$ cat src/rtl/apb_timeout_guard_pkg.sv
// Shared types for the APB timeout guard: FSM state encoding and default abort read data.
package apb_timeout_pkg;

   typedef enum logic [1:0] {
      ST_IDLE   = 2'd0,
      ST_SETUP  = 2'd1,
      ST_ACCESS = 2'd2,
      ST_RESP   = 2'd3
   } state_e;

   localparam logic [15:0] ERR_RDATA_DEFAULT = 16'hDEAD;
   localparam int          APB_ADDR_W        = 24;

endpackage

$ cat src/rtl/apb_timeout_guard_if.sv
// APB bus bundle used on both sides of the timeout guard.
// Handshake: a transfer is SETUP (psel=1, penable=0) then ACCESS (psel=1, penable=1) until pready=1 is sampled on clk.
interface apb_if #(
   parameter int DATA_WIDTH = 16,
   parameter int ADDR_WIDTH = 24
);
   localparam int STRB_WIDTH = DATA_WIDTH / 8;

   logic                  pclk;
   logic                  preset_n;
   logic                  psel;
   logic                  penable;
   logic                  pwrite;
   logic [ADDR_WIDTH-1:0] paddr;
   logic [DATA_WIDTH-1:0] pwdata;
   logic [STRB_WIDTH-1:0] pstrb;
   logic [2:0]            pprot;
   logic                  pwakeup;
   logic [DATA_WIDTH-1:0] prdata;
   logic                  pready;
   logic                  pslverr;

   modport requester (
      output pclk, preset_n, psel, penable, pwrite, paddr, pwdata, pstrb, pprot, pwakeup,
      input  prdata, pready, pslverr
   );

   modport completer (
      input  pclk, preset_n, psel, penable, pwrite, paddr, pwdata, pstrb, pprot, pwakeup,
      output prdata, pready, pslverr
   );

endinterface

$ cat src/rtl/apb_timeout_guard_sat_counter.sv
// Saturating up-counter with asynchronous active-low clear; holds at all-ones instead of wrapping.
module apb_sat_counter #(
   parameter int WIDTH = 16
) (
   input  logic             i_clk,
   input  logic             i_rst_n,
   input  logic             i_inc,
   output logic [WIDTH-1:0] o_count
);

   logic [WIDTH-1:0] r_count;

   always_ff @(posedge i_clk or negedge i_rst_n) begin
      if (!i_rst_n) begin
         r_count <= '0;
      end else if (i_inc && (r_count != '1)) begin
         r_count <= r_count + 1'b1;
      end
   end

   assign o_count = r_count;

endmodule

$ cat src/rtl/apb_timeout_guard.sv
// APB timeout guard: re-issues upstream transfers downstream and aborts any ACCESS phase that overstays TIMEOUT_CYCLES.
// Define APB_TIMEOUT_LOG_EN to build the err_count / err_addr timeout log; otherwise both ports read 0.
module apb_timeout_guard
   import apb_timeout_pkg::*;
#(
   parameter int                    TIMEOUT_CYCLES = 255,
   parameter int                    DATA_WIDTH     = 16,
   parameter logic [DATA_WIDTH-1:0] ERR_RDATA      = DATA_WIDTH'(ERR_RDATA_DEFAULT)
) (
   input  logic                  clk,
   input  logic                  rst_n,
   apb_if.completer              up,
   apb_if.requester              down,
   output logic                  timeout_pulse,
   output logic [15:0]           err_count,
   output logic [APB_ADDR_W-1:0] err_addr,
   output state_e                o_dbg_state
);

   localparam int               CNT_W    = $clog2(TIMEOUT_CYCLES + 1);
   localparam int               STRB_W   = DATA_WIDTH / 8;
   localparam logic [CNT_W-1:0] CNT_LAST = CNT_W'(TIMEOUT_CYCLES - 1);

   state_e                  r_state;
   state_e                  w_next;
   logic [CNT_W-1:0]        r_cnt;
   logic [APB_ADDR_W-1:0]   r_paddr;
   logic                    r_pwrite;
   logic [DATA_WIDTH-1:0]   r_pwdata;
   logic [STRB_W-1:0]       r_pstrb;
   logic [DATA_WIDTH-1:0]   r_prdata;
   logic                    r_pslverr;
   logic                    r_timeout_pulse;
   logic                    w_latch;
   logic                    w_done;
   logic                    w_timeout;
   logic                    w_resp;
   logic                    w_unused;

   always_ff @(posedge clk or negedge rst_n) begin
      if (!rst_n) begin
         r_state <= ST_IDLE;
      end else begin
         r_state <= w_next;
      end
   end

   // pready is tested before the counter, so a completion on the last allowed cycle is never flagged.
   always_comb begin
      w_next    = r_state;
      w_latch   = 1'b0;
      w_done    = 1'b0;
      w_timeout = 1'b0;
      unique case (r_state)
         ST_IDLE: begin
            if (up.psel) begin
               w_latch = 1'b1;
               w_next  = ST_SETUP;
            end
         end
         ST_SETUP: w_next = ST_ACCESS;
         ST_ACCESS: begin
            if (down.pready) begin
               w_done = 1'b1;
               w_next = ST_RESP;
            end else if (r_cnt == CNT_LAST) begin
               w_timeout = 1'b1;
               w_next    = ST_RESP;
            end
         end
         ST_RESP: w_next = ST_IDLE;
         default: w_next = ST_IDLE;
      endcase
   end

   always_ff @(posedge clk or negedge rst_n) begin
      if (!rst_n) begin
         r_cnt           <= '0;
         r_paddr         <= '0;
         r_pwrite        <= 1'b0;
         r_pwdata        <= '0;
         r_pstrb         <= '0;
         r_prdata        <= '0;
         r_pslverr       <= 1'b0;
         r_timeout_pulse <= 1'b0;
      end else begin
         r_timeout_pulse <= w_timeout;
         if (w_latch) begin
            r_paddr  <= up.paddr;
            r_pwrite <= up.pwrite;
            r_pwdata <= up.pwdata;
            r_pstrb  <= up.pstrb;
         end
         if (r_state == ST_ACCESS) begin
            r_cnt <= r_cnt + 1'b1;
         end else begin
            r_cnt <= '0;
         end
         if (w_done) begin
            r_prdata  <= down.prdata;
            r_pslverr <= down.pslverr;
         end else if (w_timeout) begin
            r_prdata  <= ERR_RDATA;
            r_pslverr <= 1'b1;
         end
      end
   end

   assign down.pclk     = clk;
   assign down.preset_n = rst_n;
   assign down.psel     = (r_state == ST_SETUP) || (r_state == ST_ACCESS);
   assign down.penable  = (r_state == ST_ACCESS);
   assign down.pwrite   = r_pwrite;
   assign down.paddr    = r_paddr;
   assign down.pwdata   = r_pwdata;
   assign down.pstrb    = r_pstrb;
   assign down.pprot    = 3'b000;
   assign down.pwakeup  = 1'b0;

   // An upstream that dropped psel gets no response; the captured data stays hidden.
   assign w_resp      = (r_state == ST_RESP) && up.psel;
   assign up.pready   = w_resp;
   assign up.prdata   = w_resp ? r_prdata : '0;
   assign up.pslverr  = w_resp & r_pslverr;

   assign timeout_pulse = r_timeout_pulse;
   assign o_dbg_state   = r_state;

`ifdef APB_TIMEOUT_LOG_EN
   logic [APB_ADDR_W-1:0] r_err_addr;

   apb_sat_counter #(
      .WIDTH (16)
   ) u_err_count (
      .i_clk   (clk),
      .i_rst_n (rst_n),
      .i_inc   (w_timeout),
      .o_count (err_count)
   );

   always_ff @(posedge clk or negedge rst_n) begin
      if (!rst_n) begin
         r_err_addr <= '0;
      end else if (w_timeout) begin
         r_err_addr <= r_paddr;
      end
   end

   assign err_addr = r_err_addr;
`else
   assign err_count = '0;
   assign err_addr  = '0;
`endif

   assign w_unused = ^{up.pclk, up.preset_n, up.penable, up.pprot, up.pwakeup};

endmodule

$ cat src/flat_wrapper.sv
// flat-port wrapper written by rule: the top's interface ports become plain ports
module apb_timeout_guard_flat import apb_timeout_pkg::*;
#(
   parameter int                    TIMEOUT_CYCLES = 255,
   parameter int                    DATA_WIDTH     = 16,
   parameter logic [DATA_WIDTH-1:0] ERR_RDATA      = DATA_WIDTH'(ERR_RDATA_DEFAULT)
)
  (clk, rst_n, timeout_pulse, err_count, err_addr, o_dbg_state, up_pclk, up_preset_n, up_psel, up_penable, up_pwrite, up_paddr, up_pwdata, up_pstrb, up_pprot, up_pwakeup, up_prdata, up_pready, up_pslverr, down_pclk, down_preset_n, down_psel, down_penable, down_pwrite, down_paddr, down_pwdata, down_pstrb, down_pprot, down_pwakeup, down_prdata, down_pready, down_pslverr);
  apb_if #(.DATA_WIDTH(DATA_WIDTH), .ADDR_WIDTH(24)) up_i ();
  apb_if #(.DATA_WIDTH(DATA_WIDTH), .ADDR_WIDTH(24)) down_i ();
  input  logic clk;
  input  logic rst_n;
  output logic timeout_pulse;
  output logic [15:0] err_count;
  output logic [APB_ADDR_W-1:0] err_addr;
  output state_e o_dbg_state;
  input wire logic [$bits(up_i.pclk)-1:0] up_pclk;
  input wire logic [$bits(up_i.preset_n)-1:0] up_preset_n;
  input wire logic [$bits(up_i.psel)-1:0] up_psel;
  input wire logic [$bits(up_i.penable)-1:0] up_penable;
  input wire logic [$bits(up_i.pwrite)-1:0] up_pwrite;
  input wire logic [$bits(up_i.paddr)-1:0] up_paddr;
  input wire logic [$bits(up_i.pwdata)-1:0] up_pwdata;
  input wire logic [$bits(up_i.pstrb)-1:0] up_pstrb;
  input wire logic [$bits(up_i.pprot)-1:0] up_pprot;
  input wire logic [$bits(up_i.pwakeup)-1:0] up_pwakeup;
  output wire logic [$bits(up_i.prdata)-1:0] up_prdata;
  output wire logic [$bits(up_i.pready)-1:0] up_pready;
  output wire logic [$bits(up_i.pslverr)-1:0] up_pslverr;
  output wire logic [$bits(down_i.pclk)-1:0] down_pclk;
  output wire logic [$bits(down_i.preset_n)-1:0] down_preset_n;
  output wire logic [$bits(down_i.psel)-1:0] down_psel;
  output wire logic [$bits(down_i.penable)-1:0] down_penable;
  output wire logic [$bits(down_i.pwrite)-1:0] down_pwrite;
  output wire logic [$bits(down_i.paddr)-1:0] down_paddr;
  output wire logic [$bits(down_i.pwdata)-1:0] down_pwdata;
  output wire logic [$bits(down_i.pstrb)-1:0] down_pstrb;
  output wire logic [$bits(down_i.pprot)-1:0] down_pprot;
  output wire logic [$bits(down_i.pwakeup)-1:0] down_pwakeup;
  input wire logic [$bits(down_i.prdata)-1:0] down_prdata;
  input wire logic [$bits(down_i.pready)-1:0] down_pready;
  input wire logic [$bits(down_i.pslverr)-1:0] down_pslverr;
  assign up_i.pclk = up_pclk;
  assign up_i.preset_n = up_preset_n;
  assign up_i.psel = up_psel;
  assign up_i.penable = up_penable;
  assign up_i.pwrite = up_pwrite;
  assign up_i.paddr = up_paddr;
  assign up_i.pwdata = up_pwdata;
  assign up_i.pstrb = up_pstrb;
  assign up_i.pprot = up_pprot;
  assign up_i.pwakeup = up_pwakeup;
  assign up_prdata = up_i.prdata;
  assign up_pready = up_i.pready;
  assign up_pslverr = up_i.pslverr;
  assign down_pclk = down_i.pclk;
  assign down_preset_n = down_i.preset_n;
  assign down_psel = down_i.psel;
  assign down_penable = down_i.penable;
  assign down_pwrite = down_i.pwrite;
  assign down_paddr = down_i.paddr;
  assign down_pwdata = down_i.pwdata;
  assign down_pstrb = down_i.pstrb;
  assign down_pprot = down_i.pprot;
  assign down_pwakeup = down_i.pwakeup;
  assign down_i.prdata = down_prdata;
  assign down_i.pready = down_pready;
  assign down_i.pslverr = down_pslverr;
  apb_timeout_guard #(.TIMEOUT_CYCLES(TIMEOUT_CYCLES), .DATA_WIDTH(DATA_WIDTH), .ERR_RDATA(ERR_RDATA)) u_core (.clk(clk), .rst_n(rst_n), .up(up_i), .down(down_i), .timeout_pulse(timeout_pulse), .err_count(err_count), .err_addr(err_addr), .o_dbg_state(o_dbg_state));
endmodule
$ cat config.mk
export PLATFORM = sky130hd
export DESIGN_NAME = apb_timeout_guard_flat
export DESIGN_NICKNAME = d
export VERILOG_FILES = /design/src/rtl/apb_timeout_guard_pkg.sv /design/src/rtl/apb_timeout_guard_if.sv /design/src/rtl/apb_timeout_guard_sat_counter.sv /design/src/rtl/apb_timeout_guard.sv /design/src/flat_wrapper.sv
export SDC_FILE = /design/constraint.sdc
export NUM_CORES = 1
export LEC_CHECK = 0
export ABC_AREA = 1
export BUFFER_PORTS_ARGS = -buffer_cell sky130_fd_sc_hd__buf_2
export CORE_AREA = 5 5 68 132
export DETAILED_ROUTE_END_ITERATION = 16
export DIE_AREA = 0 0 73 137
export PLACE_DENSITY = 0.78
export SLEW_MARGIN = 10
export SYNTH_ARGS = -nofsm -noshare
export SYNTH_HDL_FRONTEND = slang
export SYNTH_SLANG_ARGS = --single-unit
$ cat constraint.sdc
create_clock -name clk -period 2.3 [get_ports clk]
set_input_delay 0.23 -clock clk [delete_from_list [all_inputs] [get_ports clk]]
set_output_delay 0.23 -clock clk [all_outputs]
set_load 0.01 [all_outputs]
# Word level (Yosys, flattened, before mapping)
# Index checks and enable logic that the tools add are counted.
# word_totals
register_bits	71
in_bits	71
out_inout_bits	112
# op_classes
add_sub_neg	1
eq_ne	6
muxes	17
bitwise	1
n_reduce_logical	5
# op_table
cell	n
$mux 16	3
$mux 1	9
$add 8x1->8 const B	1
$eq 8x8->1 const B	1
$mux 8	1
$pmux 2 s4	1
$mux 2	3
$eq 2x2->1 const B	2
$ne 3x1->1 const B	1
$eq 2x1->1 const B	1
$logic_not 2->1	1
$ne 2x2->1 const B	1
$reduce_and 2->1	1
$reduce_bool 2->1	1
$and 1x1->1	1
$logic_and 1x1->1	1
$logic_or 1x1->1	1

# Logic depth before layout (Yosys ltp)
# Gate-level depths: netlist (run 1).
# depth
depth_word	6
mapped_depth	9
mapped_depth_nobuf	9

==> key figures, run 1 <==
Floorplan
  – Ports: 183
  – Core outline area: 7828 µm²
  – Starting Density: 0.4370
  – Die area: 10000 µm²
  – Cell row count: 46
  – DIE HEIGHT: 137 µm
  – Die W: 73 µm

Global routing
  – GRT Util Overall: 0.1522
  – Global routing's busiest layer: met2
  – Vias in the first global route: 2495
  – Met1 Resource Use GR: 0.1902
  – Largest net degree at the start of global routing: 72
  – Initial antenna violation count: 0
  – Global-route wire length before repair: 11.52 mm
  – Grt met3 use: 0.07059
  – Met2 Resource Use GR: 0.2183
  – Overflow after GRT: 0

Critical path
  – Crit end category: primary output
  – Critical path's slowest cell: nand2_1
  – Cells along the critical path: ha_1, nand2_1, nor2_1, buf_2
  – Reg2reg path depth: 6
  – Worst R2R End: u_core.r_prdata[11]$_DFFE_PN0P_
  – Crit-path max FO: 18
  – CP max stage delay: 450 ps
  – Critical Path AT: 1810 ps
  – Critical path required time: 2070 ps
  – Startpoint Class: register
  – FF-to-FF Start: u_core.o_dbg_state[0]$_DFFE_PN0P_
  – Crit Path Class: reg2out
  – Top delay family on crit path: simple AND/OR/NAND/NOR gates
  – Reg-to-reg slack, setup: 510 ps
  – Worst Path Buf+Inv: 1

Final layout
  – Utilization after layout: 0.5604
  – Nets@finish: 543
  – # diodes: 0
  – Share of layout cells above drive strength 1: 0.4352
  – Area grow syn2layout: 28.24%

Detailed routing
  – Vias/cell: 4.430
  – Total routed wirelength: 7.285 mm
  – DRC: 0
  – Via count: 2512
  – Drt first pass iters: 4
  – Routed len/inst: 12.85 µm
  – Post-route ant nets: 0
  – DR iter-0 viols: 87

Synthesis
  – Most numerous cell in the Yosys netlist: dfrtp_1
  – Largest family of logic cells by synthesized area: buffers and inverters
  – Post-synthesis xor/xnor area fraction: 0.005121
  – Post-synth cell types: 25
  – Top post-synthesis cells by count: dfrtp_1, nand2_1, buf_4
  – Cells after synthesis: 324
  – Synth Area in Compound Gates: 0.01683
  – Avg Synthesized Cell Area: 10.56 µm²
  – Post-synth top area cell: dfrtp_1
  – Area fraction of the dominant cell type after synthesis: 0.5194
  – Cell area after synthesis: 3421 µm²
  – Adder-cell share of the synthesized area: 0.02195
  – Share of synthesized registers carrying an async set or reset: 1.000
  – Post-synthesis simple-gate area fraction: 0.1419
  – #FFs+latches synth: 71
  – Multiplexer share of the synthesized area: 0.1416
  – Seq/Total Area, Yosys: 0.5194
  – Synth top area cells: dfrtp_1, mux2_2, buf_4
  – Post-synth top flop: dfrtp_1
  – Post-synth EDFFs: 0
  – Synth warnings: 0

Timing
  – Max transition margin: 0.4266
  – Max-slew violations: 0
  – Clock Skew: 3.809 ps
  – Tightest Pin Transition: 860.1 ps
  – Setup TNS: 0 ps
  – Final Cycle Share: 0.8873
  – Fmax: 0.4900 GHz
  – Setup violators final: 0
  – RSZ-0062 raised after global routing: no
  – Minimum clock period: 2041 ps
  – Fin. Hold Viols: 0

Worst hold path
  – Worst min-delay path class: in2async

Clock network
  – CTS tree: yes
  – Post_cts resized: 0
  – Post-CTS Hold Fix Bufs: 5
  – Worst-path clk slew: 50 ps
  – Worst skew pair latency: 440 ps
  – Post-CTS setup buffer count: 0

Power
  – Peak supply drop: 978.4 µV
  – Leak: 2.379 nW
  – PwrDens: 1313 nW/µm²

Placement
  – Port buffer count: 131
  – GPL Wtd Cong: 0.7481
  – Detail Placement HPWL: 5.600 mm

Outcome
  – Outcome: finished, final reports clean

Flow run
  – Max_cap viols: 0
-- sequential cells by signal, summed over array words and instances (netlist names) --
| name | flops |
|---|---|
| u_core.r_pslverr | 1 |
| u_core.down.pwdata | 16 |
| u_core.down.pwrite | 1 |
| u_core.r_prdata | 16 |
| u_core.down.paddr | 24 |
| u_core.o_dbg_state | 2 |
| u_core.timeout_pulse | 1 |
| u_core.down.pstrb | 2 |
| u_core.r_cnt | 8 |
-- kinds of logic (layout without fill, tap and decap cells) --
kind of cell / count (synthesis) / after routing
XOR/XNOR: 2 / 2
adder cells (fa/ha/maj): 6 / 6
AND/OR/NAND/NOR: 108 / 108
multiplexers: 43 / 43
flip-flops: 71 / 71
other: 1 / 44
buffers and inverters: 82 / 186
AO/OA/AOI/OAI: 11 / 11
-- cell type report --
cell class	count	area [µm²]
multi-input cells	214	1285
fillers	688	3441
clock buffers	17	330.3
repair buffers	139	730.7
well taps	96	120.1
inverters	27	101.3
flip-flops and latches	71	1777
clock inverters	3	42.54
-- metal layers --
metal	wire length, µm	share of wire
met1	2840	0.39
met2	3508	0.48
met3	826	0.11
met4	110	0.015
met5	0	0
-- metrics by stage --
step	instance area, µm²	setup slack [ps]	std cells	hold WS [ps]	power [mW]
6_report	4387	259.1	567	13.75	5.761
5_1_grt	4387	115.2	567	7.663	6.184
4_1_cts	4387	212.8	567	6.618	5.850
3_5_place_dp	3969	513.0	543	330.6	4.197
3_3_place_gp	3969	549.0	543	330.6	4.111
2_1_floorplan	3582	776.8	367	-65.59	3.494
-- report_power, final --
group	switching, mW	internal, mW
clock	0.529	1.10
sequential	0.269	1.82
combinational	1.07	0.974
total	1.87	3.89
-- worst max-delay path by stage --
stage                                       to  depth (start not counted)  slack, ps                               from
2_1_floorplan  u_core.r_prdata[13]$_DFFE_PN0P_                          8        780  u_core.o_dbg_state[0]$_DFFE_PN0P_
3_3_place_gp   u_core.r_prdata[11]$_DFFE_PN0P_                          6        550  u_core.o_dbg_state[0]$_DFFE_PN0P_
3_5_place_dp   u_core.r_prdata[11]$_DFFE_PN0P_                          6        510  u_core.o_dbg_state[0]$_DFFE_PN0P_
4_1_cts                          up_prdata[10]                          4        210  u_core.o_dbg_state[1]$_DFFE_PN0P_
5_1_grt                           up_prdata[7]                          4        120  u_core.o_dbg_state[1]$_DFFE_PN0P_
6_report                          up_prdata[7]                          4        260  u_core.o_dbg_state[1]$_DFFE_PN0P_
-- layout by cell type, fill, tap and decap left out --
cell             n
a21oi_1          2
buf_2          131
buf_4            4
bufinv_16        1
clkbuf_1         3
clkbuf_16       12
clkbuf_8         1
clkinv_2         1
clkinvlp_4       1
conb_1          44
dfrtp_1         71
dlygate4sd3_1    5
ha_1             6
inv_1           26
inv_2            1
mux2_2          43
nand2_1         52
nand2_2          3
nand3_1         12
nand3_2          1
nand3_4          1
nor2_1          29
nor2_4           3
nor3_1           2
o21a_1           1
o21ai_0          8
or2_0            3
or2_2            2
xnor2_1          1
xor2_1           1
(Power assumes the default switching activity.)
==> run 2: changes to the inputs <==
--- a/config.mk
+++ b/config.mk
@@ -7,10 +7,10 @@
 export LEC_CHECK = 0
 export ABC_AREA = 1
 export BUFFER_PORTS_ARGS = -buffer_cell sky130_fd_sc_hd__buf_2
-export CORE_AREA = 5 5 68 132
+export CORE_AREA = 5 5 71 138
 export DETAILED_ROUTE_END_ITERATION = 16
-export DIE_AREA = 0 0 73 137
-export PLACE_DENSITY = 0.78
+export DIE_AREA = 0 0 76 143
+export PLACE_DENSITY = 0.75
 export SLEW_MARGIN = 10
 export SYNTH_ARGS = -nofsm -noshare
 export SYNTH_HDL_FRONTEND = slang
==> constraint.sdc (replaced) <==
create_clock -name clk -period 1.7 [get_ports clk]
set_input_delay 0.17 -clock clk [delete_from_list [all_inputs] [get_ports clk]]
set_output_delay 0.17 -clock clk [all_outputs]
set_load 0.01 [all_outputs]
==> run 2 against run 1 <==
Compared with the run above:
- the run now ends with setup timing left
- global-route usage grew 1.6 points
- clock skew grew 1.5 ps
- final area grew 18%
- clock-buffer cell count shrank 2
- wire length grew 27%
- highest routed layer unchanged
==> key figures, run 2 (same netlist as run 1, synthesis figures left out) <==
Floorplan
  – Starting Density: 0.3983 (was 0.4370)
  – Cell row count: 48 (was 46)
  – Die W: 76 µm (was 73 µm)
  – DIE HEIGHT: 143 µm (was 137 µm)
  – Die area: 10870 µm² (was 10000 µm²)
  – Ports: 183 (unchanged)
  – Core outline area: 8588 µm² (was 7828 µm²)

Timing
  – RSZ-0062 raised after global routing: yes (was no)
  – Fin. Hold Viols: 0 (unchanged)
  – Setup violators final: 13 (was 0)
  – Max-slew violations: 0 (unchanged)
  – Minimum clock period: 1742 ps
  – Fmax: 0.5741 GHz
  – Clock Skew: 5.259 ps (was 3.809 ps)
  – Final worst slack: -41.93 ps (was 259.1 ps)
  – Final Cycle Share: 1.025

Final layout
  – Commonest non-fill, non-tap cells in the layout: buf_2, dfrtp_1, dlygate4sd3_1, nand2_1, conb_1 (was buf_2, dfrtp_1, nand2_1, conb_1, mux2_2)
  – Utilization after layout: 0.6040 (was 0.5604)
  – Largest register FFs: 24 (unchanged)
  – Most common cell after layout, fill and taps aside: buf_2 (unchanged)
  – Filler cell count: 703 (was 688)
  – Nets@finish: 605 (was 543)
  – Area grow syn2layout: 51.65% (was 28.24%)
  – Share of layout cells above drive strength 1: 0.4447 (was 0.4352)
  – Design Area, Final: 5187 µm² (was 4387 µm²)

Placement
  – Post-place setup slack: 22.40 ps (was 513.0 ps)
  – Detail Placement HPWL: 5.752 mm (was 5.600 mm)
  – GPL Wtd Cong: 0.7580 (was 0.7481)
  – Post-DP Area: 4031 µm² (was 3969 µm²)
  – Port buffer count: 131 (unchanged)

Critical path
  – Critical path required time: 1530 ps (was 2070 ps)
  – Top delay family on crit path: buffers and inverters (was simple AND/OR/NAND/NOR gates)
  – Startpoint Class: register (unchanged)
  – Worst R2R End: u_core.down.pwdata[4]$_DFFE_PN0P_ (was u_core.r_prdata[11]$_DFFE_PN0P_)
  – Reg2reg path depth: 6 (unchanged)
  – Crit end category: primary output (unchanged)
  – Crit-path max FO: 4 (was 18)
  – Critical path's slowest cell: dfrtp_1 (was nand2_1)
  – CP max stage delay: 360 ps (was 450 ps)
  – Crit-path most repeated cell: buf_6
  – Levels on crit path: 7 (was 4)
  – Reg-to-reg slack, setup: 110 ps (was 510 ps)
  – Critical Path AT: 1570 ps (was 1810 ps)
  – FF-to-FF Start: u_core.o_dbg_state[0]$_DFFE_PN0P_ (unchanged)
  – Cells along the critical path: buf_6, ha_4, nand2_4, buf_12, buf_16, nor2_4, buf_6 (was ha_1, nand2_1, nor2_1, buf_2)
  – Worst Path Buf+Inv: 4 (was 1)
  – Crit Path Class: reg2out (unchanged)

Detailed routing
  – DR iter-0 viols: 107 (was 87)
  – Vias/cell: 4.441 (was 4.430)
  – Routed len/inst: 14.59 µm (was 12.85 µm)
  – Drt first pass iters: 4 (unchanged)
  – DRC: 0 (unchanged)
  – Total routed wirelength: 9.264 mm (was 7.285 mm)
  – Via count: 2820 (was 2512)
  – Post-route ant nets: 0 (unchanged)

Global routing
  – Met1 Resource Use GR: 0.1547 (was 0.1902)
  – Grt met3 use: 0.05619 (was 0.07059)
  – Vias in the first global route: 3094 (was 2495)
  – Met2 Resource Use GR: 0.3232 (was 0.2183)
  – GRT Util Overall: 0.1685 (was 0.1522)
  – Global-route wire length before repair: 14.57 mm (was 11.52 mm)
  – Global routing's busiest layer: met2 (unchanged)
  – Overflow after GRT: 0 (unchanged)
  – Largest net degree at the start of global routing: 72 (unchanged)
  – Initial antenna violation count: 2 (was 0)

Power
  – Switching Share: 0.3358 (was 0.3247)
  – Pint: 5.565 mW (was 3.890 mW)
  – Leak: 2.677 nW (was 2.379 nW)
  – Overall power: 8.378 mW (was 5.761 mW)
  – Clock Power Share: 0.266 (was 0.283)
  – Peak supply drop: 791.8 µV (was 978.4 µV)
  – PwrDens: 1615 nW/µm² (was 1313 nW/µm²)
  – P_sw: 2.813 mW (was 1.870 mW)
  – Gate power share: 0.396 (was 0.355)
  – Seq pwr share: 0.337 (was 0.362)

Outcome
  – Failing checks: setup timing
  – Outcome: finished with violations (was finished, final reports clean)

Worst hold path
  – Hold Path Origin: down_prdata[10]
  – Hold EP: u_core.r_prdata[10]$_DFFE_PN0P_
  – Worst min-delay path class: in2reg (was in2async)
  – Hold depth: 4

Clock network
  – CTS tree: yes (unchanged)
  – Worst skew pair latency: 440 ps (about the same)
  – Worst-path clk slew: 60 ps (was 50 ps)

Flow run
  – Max_cap viols: 0 (unchanged)
run 2: changes by cell type in the layout (fill, tap and decap cells not counted), sizes merged:
cell,previous run,this run
dlygate4sd3,5,57
buf,135,145
clkbuf,16,14
clkinvlp,1,3
diode,0,2
run 2: timing repair:
item                                    in CTS  in global routing
resized for setup                           14                 25
buffers inserted                             4                  2
pin swaps                                    1                  1
hold buffers                                57                  0
endpoints found under the setup margin      18                 24
cloned                                       2                  0
hold endpoints to repair                   127                  0
run 2: power groups by stage:
stage                     registers (mW)  logic, mW  clock network, mW
after detailed placement            2.82       2.93             0.0355
final                               2.83       3.32               2.23
after global routing                2.91       3.65               2.36
after global placement              2.78       2.83             0.0355
after floorplan                     3.08       1.60             0.0485
after CTS                           2.81       3.25               2.30
run 2: layout make-up:
class	instances	area, µm²	share of cell area
diodes	2	5.005	0.0009648
repair buffers	201	1423	0.2742
flip-flops and latches	71	1778	0.3427
inverters	27	101.3	0.01954
well taps	100	125.1	0.02412
clock inverters	5	57.56	0.01110
clock buffers	15	322.8	0.06223
multi-input cells	214	1375	0.2651
run 2: per-stage QoR:
step                std cells  hold slack, ps  setup TNS (ps)
finish                    635           33.47          -246.6
global route              635           35.89           -1552
CTS                       633           17.16           -1284
detailed placement        551           246.9               0
global placement          551           239.4               0
floorplan                 367          -125.6               0
run 2: worst max-delay path by stage:
| stage | startpoint | slack (ps) | endpoint |
|---|---|---|---|
| after global routing | u_core.o_dbg_state[0]$_DFFE_PN0P_ | -120 | up_prdata[12] |
| after global placement | u_core.o_dbg_state[0]$_DFFE_PN0P_ | 70 | u_core.r_prdata[5]$_DFFE_PN0P_ |
| final | u_core.o_dbg_state[0]$_DFFE_PN0P_ | -40 | up_prdata[12] |
| after floorplan | u_core.o_dbg_state[0]$_DFFE_PN0P_ | 180 | u_core.r_prdata[13]$_DFFE_PN0P_ |
| after detailed placement | u_core.o_dbg_state[0]$_DFFE_PN0P_ | 20 | u_core.r_prdata[3]$_DFFE_PN0P_ |
| after CTS | u_core.o_dbg_state[0]$_DFFE_PN0P_ | -80 | up_prdata[12] |
run 2: layer usage:
| metal | part of all wire | vias to the layer above | wire length (µm) |
|---|---|---|---|
| met5 | 0 | - | 0 |
| li1 | - | 1338 | - |
| met1 | 0.32 | 1329 | 2962 |
| met2 | 0.58 | 135 | 5352 |
| met4 | 0.027 | 0 | 246 |
| met3 | 0.076 | 18 | 702 |
run 2: worst reg2reg max path, stage by stage (launching register included):
cell and delay (ps):
dfrtp_1 360, buf_4 120, inv_2 40, ha_1 220, nand2_2 90, buf_12 230
mux2_2 400
